File: config.mk
export PLATFORM = sky130hd
export DESIGN_NAME = uart_baud_gen
export DESIGN_NICKNAME = d
export VERILOG_FILES = /design/src/rtl/uart_baud_gen.sv
export SDC_FILE = /design/constraint.sdc
export NUM_CORES = 1
export LEC_CHECK = 0
export CAP_MARGIN = 20
export CORE_MARGIN = 3
export CORE_UTILIZATION = 30
export DETAILED_ROUTE_END_ITERATION = 7
export HOLD_SLACK_MARGIN = 0.03
export PLACE_DENSITY_LB_ADDON = 0.25
export SETUP_SLACK_MARGIN = 0.4
export SLEW_MARGIN = 30
export SYNTH_ARGS = -nofsm -noshare
export SYNTH_HDL_FRONTEND = slang
export SYNTH_SLANG_ARGS = --single-unit
File: constraint.sdc
create_clock -name ACLK -period 10.7 [get_ports ACLK]
set_input_delay 3.21 -clock ACLK [delete_from_list [all_inputs] [get_ports ACLK]]
set_output_delay 3.21 -clock ACLK [all_outputs]
set_load 0.05 [all_outputs]
File: src/rtl/uart_baud_gen.sv
// -----------------------------------------------------------------------------
// uart_baud_gen
//
// Baud-rate generator for the UART receiver and transmitter. It divides ACLK by
// an integer-plus-sixteenths divisor to produce a 16x oversampling strobe and a
// 1x bit strobe. An auto-baud engine measures the low time of the start bit of
// an incoming 0x55 character and loads that width, in ACLK cycles, as the new
// divisor. One bit is 16 sample periods, so the bit width in cycles splits
// directly into integer sample cycles (upper bits) and sixteenths (low nibble).
//
// Ports:
//   ACLK, ARESETn          clock, asynchronous active-low reset
//   baud_en                generator enable; low clears and halts the counters
//   div_int, div_frac      software divisor (cycles per sample, 1/16 units)
//   div_load               one-cycle pulse; latch software divisor
//   UART_RX                asynchronous serial line, idle high
//   autobaud_start         one-cycle pulse; arm an auto-baud measurement
//   rx_sample_pulse        16x oversample strobe
//   tx_baud_pulse          1x bit strobe, on every 16th sample strobe
//   autobaud_busy          auto-baud engine not idle
//   autobaud_done/_err     one-cycle result pulses of a measurement
//   div_int_active,
//   div_frac_active        divisor currently used by the generator
// -----------------------------------------------------------------------------
module uart_baud_gen #(
    parameter int DIV_INT_WIDTH    = 16,
    parameter int DEFAULT_DIV_INT  = 27,
    parameter int DEFAULT_DIV_FRAC = 2,
    parameter int AB_CNT_WIDTH     = DIV_INT_WIDTH + 4
) (
    input  logic                     ACLK,
    input  logic                     ARESETn,
    input  logic                     baud_en,
    input  logic [DIV_INT_WIDTH-1:0] div_int,
    input  logic [3:0]               div_frac,
    input  logic                     div_load,
    input  logic                     UART_RX,
    input  logic                     autobaud_start,
    output logic                     rx_sample_pulse,
    output logic                     tx_baud_pulse,
    output logic                     autobaud_busy,
    output logic                     autobaud_done,
    output logic                     autobaud_err,
    output logic [DIV_INT_WIDTH-1:0] div_int_active,
    output logic [3:0]               div_frac_active
);

    localparam logic [1:0] AB_IDLE      = 2'd0;
    localparam logic [1:0] AB_ARM       = 2'd1;
    localparam logic [1:0] AB_WAIT_FALL = 2'd2;
    localparam logic [1:0] AB_MEASURE   = 2'd3;

    // Shortest accepted start bit: two sample cycles per sample period.
    localparam logic [AB_CNT_WIDTH-1:0] AB_MIN_CNT = AB_CNT_WIDTH'(32'd32);
    localparam logic [AB_CNT_WIDTH-1:0] AB_MAX_CNT = {AB_CNT_WIDTH{1'b1}};
    localparam logic [AB_CNT_WIDTH-1:0] AB_ONE     = AB_CNT_WIDTH'(32'd1);

    // Synchronizer
    logic rx_meta_q, rx_meta_d;
    logic rx_s_q, rx_s_d;

    // Auto-baud engine
    logic [1:0]              ab_state_q, ab_state_d;
    logic [AB_CNT_WIDTH-1:0] ab_cnt_q, ab_cnt_d;
    logic                    ab_load_s;
    logic                    ab_err_s;
    logic                    busy_q, busy_d;
    logic                    done_q, done_d;
    logic                    err_q, err_d;

    // Active divisor
    logic [DIV_INT_WIDTH-1:0] div_int_q, div_int_d;
    logic [3:0]               div_frac_q, div_frac_d;
    logic                     div_change_s;

    // Generator
    logic [DIV_INT_WIDTH-1:0] cnt_q, cnt_d;
    logic [3:0]               frac_acc_q, frac_acc_d;
    logic [3:0]               tick_cnt_q, tick_cnt_d;
    logic [4:0]               frac_sum_s;
    logic [DIV_INT_WIDTH:0]   period_s;
    logic [DIV_INT_WIDTH:0]   cnt_next_s;
    logic                     last_s;
    logic                     hold_s;
    logic                     rx_pulse_s;
    logic                     tx_pulse_s;

    // Two-stage synchronizer input for the serial line.
    always_comb begin
        rx_meta_d = UART_RX;
        rx_s_d    = rx_meta_q;
    end

    // Auto-baud state machine and start-bit width counter.
    always_comb begin
        ab_state_d = ab_state_q;
        ab_cnt_d   = ab_cnt_q;
        ab_load_s  = 1'b0;
        ab_err_s   = 1'b0;
        case (ab_state_q)
            AB_IDLE: begin
                if (autobaud_start) begin
                    ab_state_d = AB_ARM;
                end else begin
                    ab_state_d = AB_IDLE;
                end
            end
            AB_ARM: begin
                // Wait for idle-high first so a line that is already low is
                // never measured from the middle of a low period.
                if (rx_s_q) begin
                    ab_state_d = AB_WAIT_FALL;
                end else begin
                    ab_state_d = AB_ARM;
                end
            end
            AB_WAIT_FALL: begin
                if (!rx_s_q) begin
                    ab_state_d = AB_MEASURE;
                    ab_cnt_d   = AB_ONE;
                end else begin
                    ab_state_d = AB_WAIT_FALL;
                end
            end
            AB_MEASURE: begin
                if (rx_s_q) begin
                    ab_state_d = AB_IDLE;
                    if (ab_cnt_q >= AB_MIN_CNT) begin
                        ab_load_s = 1'b1;
                    end else begin
                        ab_err_s = 1'b1;
                    end
                end else if (ab_cnt_q == AB_MAX_CNT) begin
                    ab_state_d = AB_IDLE;
                    ab_err_s   = 1'b1;
                end else begin
                    ab_cnt_d = ab_cnt_q + AB_ONE;
                end
            end
            default: begin
                ab_state_d = AB_IDLE;
            end
        endcase
        busy_d = (ab_state_d != AB_IDLE);
        done_d = ab_load_s;
        err_d  = ab_err_s;
    end

    // Active divisor selection; a software load overrides an auto-baud result.
    always_comb begin
        div_int_d    = div_int_q;
        div_frac_d   = div_frac_q;
        div_change_s = div_load | ab_load_s;
        if (div_load) begin
            div_int_d  = div_int;
            div_frac_d = div_frac;
        end else if (ab_load_s) begin
            div_int_d  = DIV_INT_WIDTH'(ab_cnt_q >> 4);
            div_frac_d = ab_cnt_q[3:0];
        end else begin
            div_int_d  = div_int_q;
            div_frac_d = div_frac_q;
        end
    end

    // Fractional divider: a period is one cycle longer whenever the
    // sixteenths accumulator overflows.
    always_comb begin
        frac_sum_s = {1'b0, frac_acc_q} + {1'b0, div_frac_q};
        period_s   = {1'b0, div_int_q} + {{DIV_INT_WIDTH{1'b0}}, frac_sum_s[4]};
        cnt_next_s = {1'b0, cnt_q} + {{DIV_INT_WIDTH{1'b0}}, 1'b1};
        last_s     = (cnt_next_s == period_s);
        hold_s     = ~baud_en | (div_int_q == {DIV_INT_WIDTH{1'b0}}) | div_change_s;

        cnt_d      = cnt_q;
        frac_acc_d = frac_acc_q;
        tick_cnt_d = tick_cnt_q;
        rx_pulse_s = 1'b0;
        tx_pulse_s = 1'b0;
        if (hold_s) begin
            cnt_d      = {DIV_INT_WIDTH{1'b0}};
            frac_acc_d = 4'd0;
            tick_cnt_d = 4'd0;
        end else if (last_s) begin
            cnt_d      = {DIV_INT_WIDTH{1'b0}};
            frac_acc_d = frac_sum_s[3:0];
            tick_cnt_d = tick_cnt_q + 4'd1;
            rx_pulse_s = 1'b1;
            tx_pulse_s = (tick_cnt_q == 4'd15);
        end else begin
            cnt_d = cnt_next_s[DIV_INT_WIDTH-1:0];
        end
    end

    // State registers.
    always_ff @(posedge ACLK or negedge ARESETn) begin
        if (!ARESETn) begin
            rx_meta_q  <= 1'b1;
            rx_s_q     <= 1'b1;
            ab_state_q <= AB_IDLE;
            ab_cnt_q   <= {AB_CNT_WIDTH{1'b0}};
            busy_q     <= 1'b0;
            done_q     <= 1'b0;
            err_q      <= 1'b0;
            div_int_q  <= DIV_INT_WIDTH'(DEFAULT_DIV_INT);
            div_frac_q <= 4'(DEFAULT_DIV_FRAC);
            cnt_q      <= {DIV_INT_WIDTH{1'b0}};
            frac_acc_q <= 4'd0;
            tick_cnt_q <= 4'd0;
        end else begin
            rx_meta_q  <= rx_meta_d;
            rx_s_q     <= rx_s_d;
            ab_state_q <= ab_state_d;
            ab_cnt_q   <= ab_cnt_d;
            busy_q     <= busy_d;
            done_q     <= done_d;
            err_q      <= err_d;
            div_int_q  <= div_int_d;
            div_frac_q <= div_frac_d;
            cnt_q      <= cnt_d;
            frac_acc_q <= frac_acc_d;
            tick_cnt_q <= tick_cnt_d;
        end
    end

    // Strobes are gated by the hold condition so disabling or reloading
    // suppresses them in the same cycle.
    always_comb begin
        rx_sample_pulse = rx_pulse_s;
        tx_baud_pulse   = tx_pulse_s;
        autobaud_busy   = busy_q;
        autobaud_done   = done_q;
        autobaud_err    = err_q;
        div_int_active  = div_int_q;
        div_frac_active = div_frac_q;
    end

endmodule

# After elaboration in Yosys (flattened, before gate mapping)
# Cells that the tools add are included.
[totals] register_bits=71 output_inout_bits=25 elab_cells=69 in_bits=26
[op_classes] n_reduce_logical=7 n_eq_ne=9 magnitude_cmp=1 mux=31 n_addsub=5 n_bitwise=4
[ops] cell="16-bit 2-to-1 mux" count=4
[ops] cell="20-bit 2-to-1 mux" count=3
[ops] cell="20-bit case mux with 2 select lines" count=1
[ops] cell="4-bit 2-to-1 mux" count=6
[ops] cell="20-bit by 1-bit adder with 20-bit output (second input constant)" count=1
[ops] cell="20-bit equality test (second input constant)" count=1
[ops] cell="20-bit by 6-bit greater-or-equal comparator with 1-bit output (second input constant)" count=1
[ops] cell="16-bit by 1-bit adder with 17-bit output" count=1
[ops] cell="16-bit by 1-bit adder with 17-bit output (second input constant)" count=1
[ops] cell="17-bit equality test" count=1
[ops] cell="16-bit zero test" count=1
[ops] cell="1-bit 2-to-1 mux" count=13
[ops] cell="2-bit case mux with 4 select lines" count=1
[ops] cell="2-bit nonzero test" count=4
[ops] cell="2-bit 2-to-1 mux" count=3
[ops] cell="2-bit inequality test (second input constant)" count=3
[ops] cell="4-bit by 4-bit adder with 5-bit output" count=1
[ops] cell="4-bit by 1-bit adder with 4-bit output (second input constant)" count=1
[ops] cell="2-bit equality test (second input constant)" count=2
[ops] cell="4-bit equality test (second input constant)" count=1
[ops] cell="4-bit AND reduction" count=1
[ops] cell="1-bit OR" count=3
[ops] cell="2-bit by 1-bit equality test with 1-bit output (second input constant)" count=1
[ops] cell="2-bit zero test" count=1
[ops] cell="1-bit inverter" count=1

# Depth between registers and ports, before layout
# Gate-level depths: netlist of the first run.
[depth] ltp_word=7 mapped_depth=14 depth_no_buf=13

# Worst setup path after synthesis of the first run
# Ideal clock, no wire load.
[synth_timing] path_kind="input to output" start="input div_load" end="output tx_baud_pulse" stages=2 path_buffers=0 arrival_time_ns=4.637 required_time_ns=7.490 path_slack_ns=2.853 cell_sequence="nand4b_1 > nor3_1"
[synth_between] elab_chain_cells=3
[synth_rtl] element="start, declared" line_no="36" source="input logic div_load,"
[synth_rtl] element="1-bit OR" line_no="153" source="div_change_s = div_load | ab_load_s;"
[synth_rtl] element="1-bit OR" line_no="173" source="hold_s = ~baud_en | (div_int_q == {DIV_INT_WIDTH{1'b0}}) | div_change_s;"
[synth_rtl] element="1-bit 2-to-1 mux" line_no="180" source="if (hold_s) begin"
[synth_rtl] element="end, declared" line_no="40" source="output logic tx_baud_pulse,"
# Every way passes these cells.

# Worst setup path after layout of the first run
# Same ends and word-level chain as after synthesis.

==> results of run 1 <==
==> flip-flops by register name, summed over array words and instances, names as in the netlist <==
signal,count
ab_cnt_q,20
cnt_q,16
div_int_active,16
div_frac_active,4
frac_acc_q,4
tick_cnt_q,4
ab_state_q,2
autobaud_busy,1
autobaud_done,1
autobaud_err,1
rx_meta_q,1
rx_s_q,1
==> through the flow <==
step	std cells	worst slack [ns]	hold WS, ns	cell area (um^2)
finish	689	1.904	0.3560	5279
global route	689	1.738	0.3584	5279
CTS	689	1.881	0.3563	5275
detailed placement	674	1.885	0.3479	5017
global placement	674	1.842	0.3464	5017
floorplan	456	2.853	0.3452	4340
==> per-layer routing <==
metal / up-vias / track usage, % / wire length (um)
met3: 23 / 2.926 / 413
met1: 1767 / 19.16 / 4961
met4: 0 / 6.057 / 293
met2: 99 / 25.04 / 5665
li1: 1744 / - / -
met5: - / 0 / 0
==> where the power goes <==
part           total, mW  leakage [nW]  internal [mW]  switching (mW)
clock network      0.269         0.121          0.155           0.114
logic              0.153          1.18         0.0586          0.0947
registers          0.319         0.926          0.289          0.0303
==> worst max-delay path, delay by kind of cell <==
kind | cells | cell delay, ns
buffers and inverters | 3 | 1.50
AND/OR/NAND/NOR | 2 | 0.86
==> area by class of cell <==
| cell class | count | area (um^2) | area share [%] |
|---|---|---|---|
| Clock buffer | 11 | 232.7 | 4.409 |
| Sequential cell | 71 | 1785 | 33.82 |
| Timing Repair Buffer | 55 | 536.8 | 10.17 |
| Inverter | 11 | 41.29 | 0.7822 |
| Clock inverter | 4 | 25.02 | 0.4740 |
| Tap cell | 180 | 225.2 | 4.266 |
| Multi-Input combinational cell | 357 | 2432 | 46.08 |
==> logic make-up after synthesis <==
group                      count (synthesis)
DFF                                       71
and+or+nand+nor                          206
xor gates and xnor gates                  57
adders and majority gates                 12
buffers and inverters                     28
AOI/OAI and AO/OA                         62
muxes                                     20
==> worst max path at each step <==
stage / end / slack (ns) / cells after the start
final: tx_baud_pulse / 1.90 / 5
after global routing: tx_baud_pulse / 1.74 / 5
after CTS: tx_baud_pulse / 1.88 / 5
after detailed placement: tx_baud_pulse / 1.88 / 5
after global placement: tx_baud_pulse / 1.84 / 5
after floorplan: tx_baud_pulse / 2.85 / 2
==> cells in the mapped netlist (all sizes together) (5+ instances only) <==
library cell and count:
dfrtp 64, nand2 41, xnor2 40, nor2 34, nor3 31, nand3 26
nand4 24, o21ai 24, mux2i 19, nor4 16, xor2 16, a21oi 12
clkbuf 12, ha 11, inv 11, and3 9, and4 8, dfstp 7
and2 6, o31ai 6, buf 5, or2 5
==> metrics.yaml, run 1 <==
ir_drop_uv: 89.42
portBuffers: 50
cts_resized: 0
synth_flop_cell: "dfrtp_1"
fmax_ghz: 0.1137
synthMuxAreaShare_pct: 4.641
drive_gt1_share_pct: 9.234
r2r_setup_slack_ns: 6.61
cts-root-buf: "clkbuf_16"
die_w_um: 126.3
wl_per_cell_um: 16.45
antenna_found_initial: 0
fin_crit_ns: 8.796
drv_cap: 0
clkSlewWorstSetupHoldPaths_ns: 0.05
post-dp-hpwl_mm: 8.425
power.total_mw: 0.7416
die-area_um2: 15950
final_common_cell: "dfrtp_1"
critPathKind: "in2out"
post-route-period-util_pct: 82.21
endpoint_kind: "output pin"
dr.pass1.iters: 5
cts_max_path_buffers: 2
worstMarginPinSlew_ns: 0.8750
utilization_pct: 37.59
syn_nets: 494
worst_setup_path_start_kind: "primary input"
num_rows: 43
synth_top_family_by_area: "simple AND/OR/NAND/NOR gates"
critPathRequiredTime_ns: 7.49
postCtsSetupBuffers: 0
min_from: "rx_meta_q$_DFF_PN1_"
syn_inst: 456
fillers: 1429
r2r-end: "cnt_q[7]$_DFF_PN0_"
num_vias: 3633
drt_first_iter_violations: 241
start_util_pct: 30.91
drc_errors: 0
critPathMostFrequentCell: "clkdlybuf4s50_1"
whs_path_depth: 0
synth_largest_area_cell: "dfrtp_1"
relSlewSlack_pct: 41.42
syn_area_um2: 4340
insertion_delay_ns: 0.34
p_leak_nw: 2.231
cts_made_buffers: 9
finalHoldViolCount: 0
cts_htree_levels: 3
grt_max_degree: 72
synth_simple_gate_area_share_pct: 26.43
grt_pass1_wl_mm: 19.15
finalNetCount: 543
rsz0062_at_grt: "no"
ios: 51
grt_pass1_vias: 3641
synth_compound_area_share_pct: 9.167
layout_common_cells: "dfrtp_1 (64), clkdlybuf4s50_1 (49), nand2_1 (41), xnor2_1 (38), nor2_1 (34)"
cts_hold_buf: 0
core_area_um2: 14040
synthToLayoutAreaGrowth_pct: 21.62
synth-xor-area-share_pct: 12.16
final-setup-viol-count: 0
syn-mean-instance-area_um2: 9.518
postSynth.asyncResetShare_pct: 100.0
crit_path_max_fanout: 41
synth_edf_count: 0
cpMaxStageDelayCell: "clkdlybuf4s50_1"
wl_mm: 11.33
clkSinkCount: 71
ys_warn_count: 0
slowest_delay_ns: 0.86
grt_use_total_pct: 15.02
min_path_type: "reg2reg"
gp_congestion: 0.8606
min_to: "rx_s_q$_DFF_PN1_"
yosys.area.top_type_share_pct: 36.90
ys_top_cells_by_area: "dfrtp_1 (37%), xnor2_1 (7.7%), mux2i_1 (4.4%), dfstp_2 (4.2%), nor3_1 (3.6%)"
routed_via_density: 5.273
cts_tree: "built"
fp.dieH_um: 126.3
ys_types: 49
arrival_ns: 5.59
rr_worst_depth: 13
slew_violations: 0
powerDensity_nw_per_um2: 140.5
seq_area_frac_synth_pct: 41.14
skew_ns: 0.009669
diodes: 0
critical_path.startpoint: "div_load"
setup_tns_ns: 0
ant_nets: 0
synthAdderAreaFrac_pct: 3.632
status: "completed"
ys_ff_latch: 71
grt_overflow: 0
path_cells: "clkdlybuf4s50_1 > buf_4 > nand4b_1 > nor3_1 > clkdlybuf4s50_1"
timing.rr.start: "div_frac_active[0]$_DFFE_PN0P_"
No activity file was read; power rests on OpenSTA's default activity.
==> run 2, diff against run 1 <==
==> constraint.sdc (replaced) <==
create_clock -name ACLK -period 8.75 [get_ports ACLK]
set_input_delay 2.625 -clock ACLK [delete_from_list [all_inputs] [get_ports ACLK]]
set_output_delay 2.625 -clock ACLK [all_outputs]
set_load 0.05 [all_outputs]
==> metrics.yaml, run 2 (synthesis results as in run 1) <==
status: "completed"
skew_ns: 0.007052  # -0.002616 ns
crit_buf_inv: 2  # -1
cts_resized: 0  # unchanged
arrival_ns: 4.38  # -1.21 ns
powerDensity_nw_per_um2: 173.6  # +24%
slowest_delay_ns: 0.56  # -0.30 ns
cts_hold_buf: 0  # unchanged
power.switching_mw: 0.2894  # +21%
num_rows: 43  # unchanged
cpMaxStageDelayCell: "nand4b_1"
postCtsSetupBuffers: 0  # unchanged
drt_first_iter_violations: 164  # -32%
num_vias: 3587  # -1.3%
post-dp-hpwl_mm: 8.388  # -0.44%
p_leak_nw: 2.252  # +0.94%
cts-root-buf: "clkbuf_16"
multi_input_area_um2: 2432  # unchanged
clkSinkCount: 71  # unchanged
diodes: 0  # unchanged
path_cells: "clkdlybuf4s50_1 > nand4b_1 > nor3_1 > buf_12"
ir_drop_uv: 119.8  # +34%
clkSlewWorstSetupHoldPaths_ns: 0.06  # about the same
grt_max_degree: 72  # unchanged
critPathKind: "in2out"
cts_tree: "built"
drive_gt1_share_pct: 9.804  # +0.57 points
die_w_um: 126.3  # unchanged
pwr-share-clk_pct: 37.4  # +1.1 points
final-setup-viol-count: 0  # unchanged
finalHoldViolCount: 0  # unchanged
drc_errors: 0  # unchanged
largest_reg_flops: 20  # unchanged
slew_violations: 0  # unchanged
drv_cap: 0  # unchanged
insertion_delay_ns: 0.34  # about the same
power_frac_comb_pct: 20.3  # -0.4 points
grt_pass1_wl_mm: 18.83  # -1.7%
min_path_type: "reg2reg"
utilization_pct: 37.79  # +0.20 points
switching_share_pct: 31.42  # -0.83 points
portBuffers: 50  # unchanged
grt_use_total_pct: 14.61  # -0.41 points
fillers: 1378  # -3.6%
grt_overflow: 0  # unchanged
fp.dieH_um: 126.3  # unchanged
whs_path_depth: 0  # unchanged
worst_setup_path_start_kind: "primary input"
synthToLayoutAreaGrowth_pct: 22.25
fin_crit_ns: 7.004
antenna_found_initial: 0  # unchanged
core_area_um2: 14040  # unchanged
ant_nets: 0  # unchanged
start_util_pct: 30.91  # unchanged
ios: 51  # unchanged
final_common_cell: "dfrtp_1"
relSlewSlack_pct: 47.51  # +6.1 points
p_seq_share_pct: 42.3  # -0.8 points
routed_via_density: 5.199  # -1.4%
cp_num_cells: 4  # -1
gp_congestion: 0.8719  # +1.3%
crit_path_max_fanout: 13  # -68%
layout.area.seq_um2: 1785  # unchanged
wl_per_cell_um: 16.39  # -0.35%
rsz0062_at_grt: "no"
critPathTopFamily: "simple AND/OR/NAND/NOR gates"
endpoint_kind: "output pin"
finalNetCount: 543  # unchanged
cts_made_buffers: 9  # unchanged
grt_pass1_vias: 3724  # +2.3%
regMostFlops: "ab_cnt_q"
critPathRequiredTime_ns: 6.12  # -1.37 ns
dr.pass1.iters: 4  # -1
wl_mm: 11.31  # -0.20%
setup_tns_ns: 0  # unchanged
layout_common_cells: "dfrtp_1 (64), clkdlybuf4s50_1 (47), nand2_1 (41), xnor2_1 (38), nor2_1 (34)"
internal_power_mw: 0.6317  # +26%
cts_max_path_buffers: 2  # unchanged
worstMarginPinSlew_ns: 0.7840  # -0.09093 ns
fmax_ghz: 0.1428
rr_worst_depth: 13  # unchanged
die-area_um2: 15950  # unchanged
cts_htree_levels: 3  # unchanged
post-route-period-util_pct: 80.05
run 2: cell types whose count changed in the layout (fill, tap and decap cells not counted), sizes merged:
cell | previous run | this run
buf | 6 | 8
clkinvlp | 2 | 1
clkdlybuf4s50 | 49 | 47
clkbuf | 11 | 13
run 2: through the flow:
stage	area, um^2	total power [mW]	setup slack [ns]	cells	hold slack [ns]
floorplan	4340	0.5086	1.728	456	0.3452
detailed placement	5025	0.5836	1.747	674	0.3476
global placement	5025	0.5804	1.819	674	0.3455
global route	5306	0.9650	1.605	690	0.3627
CTS	5303	0.9321	1.741	690	0.3561
finish	5306	0.9212	1.746	690	0.3544
run 2: final cells by class:
type	count	share of cell area, %
inverters	11	0.7781
multi-input cells	357	45.84
flip-flops and latches	71	33.65
repair buffers	55	10.26
clock inverters	3	0.3301
well taps	180	4.244
clock buffers	13	4.905
run 2: worst paths after layout:
path                                                     start                   endpoint  slack (ns)
worst max-delay path                                  div_load              tx_baud_pulse        1.75
worst min-delay path                       rx_meta_q$_DFF_PN1_           rx_s_q$_DFF_PN1_        0.35
min in group asynchronous                              ARESETn        cnt_q[12]$_DFF_PN0_        2.41
worst max register to register  div_frac_active[0]$_DFFE_PN0P_        cnt_q[13]$_DFF_PN0_        4.68
max in group asynchronous                              ARESETn  frac_acc_q[1]$_DFFE_PN0P_        5.90
worst min register to register             rx_meta_q$_DFF_PN1_           rx_s_q$_DFF_PN1_        0.35
run 2: worst reg2reg max path, stage by stage, from the launching register on:
cell	delay, ns
dfrtp_1	0.40
ha_1	0.24
fa_1	0.43
a21o_1	0.18
a21o_1	0.20
ha_1	0.20
ha_1	0.23
xnor2_1	0.18
xnor2_1	0.15
nand3_1	0.11
nor3_1	0.52
nand4_1	0.26
nor4b_4	0.72
nor3_1	0.11
run 2: metal layers:
metal | routed length (um) | vias to the layer above | global-route usage (%)
li1 | - | 1758 | -
met1 | 5033 | 1763 | 17.56
met2 | 5618 | 47 | 25.54
met3 | 379 | 19 | 2.799
met4 | 280 | 0 | 6.120
met5 | 0 | - | 0
run 2: power groups by stage:
stage | logic, mW | clock network [mW] | registers (mW)
6_report | 0.187 | 0.344 | 0.390
3_3_place_gp | 0.185 | 0 | 0.395
5_1_grt | 0.204 | 0.366 | 0.395
3_5_place_dp | 0.188 | 0 | 0.396
4_1_cts | 0.189 | 0.353 | 0.390
2_1_floorplan | 0.0852 | 0 | 0.423
==> run 3, diff against run 2 <==
==> constraint.sdc (replaced) <==
create_clock -name ACLK -period 6.9 [get_ports ACLK]
set_input_delay 2.07 -clock ACLK [delete_from_list [all_inputs] [get_ports ACLK]]
set_output_delay 2.07 -clock ACLK [all_outputs]
set_load 0.05 [all_outputs]
==> metrics.yaml, run 3 (synthesis results as in run 1) <==
status: "completed"
r2r_setup_slack_ns: 2.93  # -1.75 ns
post-route-period-util_pct: 89.64
finalNetCount: 543  # unchanged
setup_tns_ns: 0  # unchanged
p_leak_nw: 2.270  # +0.79%
crit_path_max_fanout: 6  # -7
fp.dieH_um: 126.3  # unchanged
finalNonFillerCells: 690  # unchanged
fin_crit_ns: 6.185
powerDensity_nw_per_um2: 227.3  # +31%
final-setup-viol-count: 0  # unchanged
relSlewSlack_pct: 45.88  # -1.6 points
drive_gt1_share_pct: 10.00  # +0.20 points
start_util_pct: 30.91  # unchanged
finalHoldViolCount: 0  # unchanged
worst_setup_path_start_kind: "flop"
fin_area_um2: 5358  # +0.97%
placed_cells: 674  # unchanged
timing.rr.start: "div_frac_active[0]$_DFFE_PN0P_"
critPathTopFamily: "simple AND/OR/NAND/NOR gates"
arrival_ns: 4.12  # -0.26 ns
ios: 51  # unchanged
routed_via_density: 5.220  # +0.42%
synthToLayoutAreaGrowth_pct: 23.44
drv_cap: 0  # unchanged
endpoint_kind: "output pin"
worstMarginPinSlew_ns: 0.8084  # +0.02439 ns
die_w_um: 126.3  # unchanged
critPathRequiredTime_ns: 4.83  # -1.29 ns
largest_reg_flops: 20  # unchanged
fmax_ghz: 0.1617
drt_first_iter_violations: 142  # -13%
antenna_found_initial: 0  # unchanged
grt_max_degree: 72  # unchanged
die-area_um2: 15950  # unchanged
place_area_um2: 5037  # +0.25%
final_common_cell: "dfrtp_1"
num_vias: 3602  # +0.42%
wl_mm: 11.54  # +2.0%
skew_ns: 0.006185  # -0.0008672 ns
core_area_um2: 14040  # unchanged
utilization_pct: 38.15  # +0.37 points
hold_ws_ns: 0.3543  # -0.00003600 ns
portBuffers: 50  # unchanged
gp_congestion: 0.8804  # +0.97%
regMostFlops: "ab_cnt_q"
cts_hold_buf: 0  # unchanged
slew_violations: 0  # unchanged
grt_pass1_wl_mm: 19.14  # +1.6%
ir_drop_uv: 190.8  # +59%
cts_tree: "built"
cts_htree_levels: 3  # unchanged
min_path_type: "reg2reg"
cts-root-buf: "clkbuf_16"
r2r-end: "cnt_q[14]$_DFF_PN0_"
path_cells: "ha_1 > fa_1 > a21o_1 > a21o_1 > ha_1 > ha_1 > inv_1 > nor3_1 > or4_4 > a22oi_4 > and4_1 > nand3_1 > nor3_1 > buf_12"
grt_use_total_pct: 14.82  # +0.21 points
diodes: 0  # unchanged
cts_max_path_buffers: 2  # unchanged
cts_made_buffers: 9  # unchanged
insertion_delay_ns: 0.33  # about the same
ant_nets: 0  # unchanged
num_rows: 43  # unchanged
crit_buf_inv: 2  # unchanged
layout_common_cells: "dfrtp_1 (64), clkdlybuf4s50_1 (47), nand2_1 (41), xnor2_1 (38), nor2_1 (34)"
drc_errors: 0  # unchanged
min_to: "rx_s_q$_DFF_PN1_"
grt_pass1_vias: 3631  # -2.5%
critPathKind: "reg2out"
post-dp-hpwl_mm: 8.549  # +1.9%
whs_path_depth: 0  # unchanged
clkSinkCount: 71  # unchanged
slowest_delay_ns: 0.46  # -0.10 ns
rsz0062_at_grt: "no"
rr_worst_depth: 13  # unchanged
min_from: "rx_meta_q$_DFF_PN1_"
cpMaxStageDelayCell: "or4_4"
dr.pass1.iters: 4  # unchanged
grt_overflow: 0  # unchanged
critPathMostFrequentCell: "ha_1"
clkSlewWorstSetupHoldPaths_ns: 0.06  # about the same
wl_per_cell_um: 16.72  # +2.0%
run 3: cell types whose count changed in the layout (fill, tap and decap cells not counted), sizes merged:
cell | previous run | this run
bufinv | 0 | 1
clkbuf | 13 | 14
clkinv | 2 | 0
run 3: repair_timing:
item | in CTS | in global routing
endpoints found under the setup margin | 0 | 1
setup buffers | 0 | 0
gates resized for setup | 0 | 1
run 3: worst max-delay path by stage:
| stage | slack [ns] | cells past startpoint | endpoint | startpoint |
|---|---|---|---|---|
| global route | 0.55 | 14 | tx_baud_pulse | div_frac_active[0]$_DFFE_PN0P_ |
| floorplan | 0.43 | 14 | tx_baud_pulse | div_frac_active[0]$_DFFE_PN0P_ |
| CTS | 0.57 | 14 | tx_baud_pulse | div_frac_active[0]$_DFFE_PN0P_ |
| detailed placement | 0.93 | 14 | tx_baud_pulse | div_frac_active[0]$_DFFE_PN0P_ |
| finish | 0.71 | 14 | tx_baud_pulse | div_frac_active[0]$_DFFE_PN0P_ |
| global placement | 1.03 | 4 | tx_baud_pulse | div_load |
run 3: area by class of cell:
cell class | instances | area (um^2)
Clock buffer | 14 | 274.0
Clock inverter | 2 | 37.54
Fill cell | 1420 | 8685
Inverter | 11 | 41.29
Multi-Input combinational cell | 357 | 2437
Sequential cell | 71 | 1785
Tap cell | 180 | 225.2
Timing Repair Buffer | 55 | 556.8
run 3: metrics by stage:
step	power [mW]	setup slack (ns)
CTS	1.231	0.5670
global placement	0.7369	1.030
floorplan	0.6449	0.4334
detailed placement	0.7396	0.9259
global route	1.277	0.5537
finish	1.218	0.7146
run 3: power breakdown:
group	switching [mW]	internal, mW	total, mW
Combinational	0.146	0.0909	0.237
Clock	0.175	0.310	0.485
Sequential	0.0474	0.448	0.496
run 3: routing by layer:
metal	part of all wire, %	up-vias	global-route usage [%]
li1	-	1755	-
met4	2.0	0	5.174
met1	45	1754	19.04
met2	50	71	24.91
met3	3.3	22	2.926
met5	0	-	0
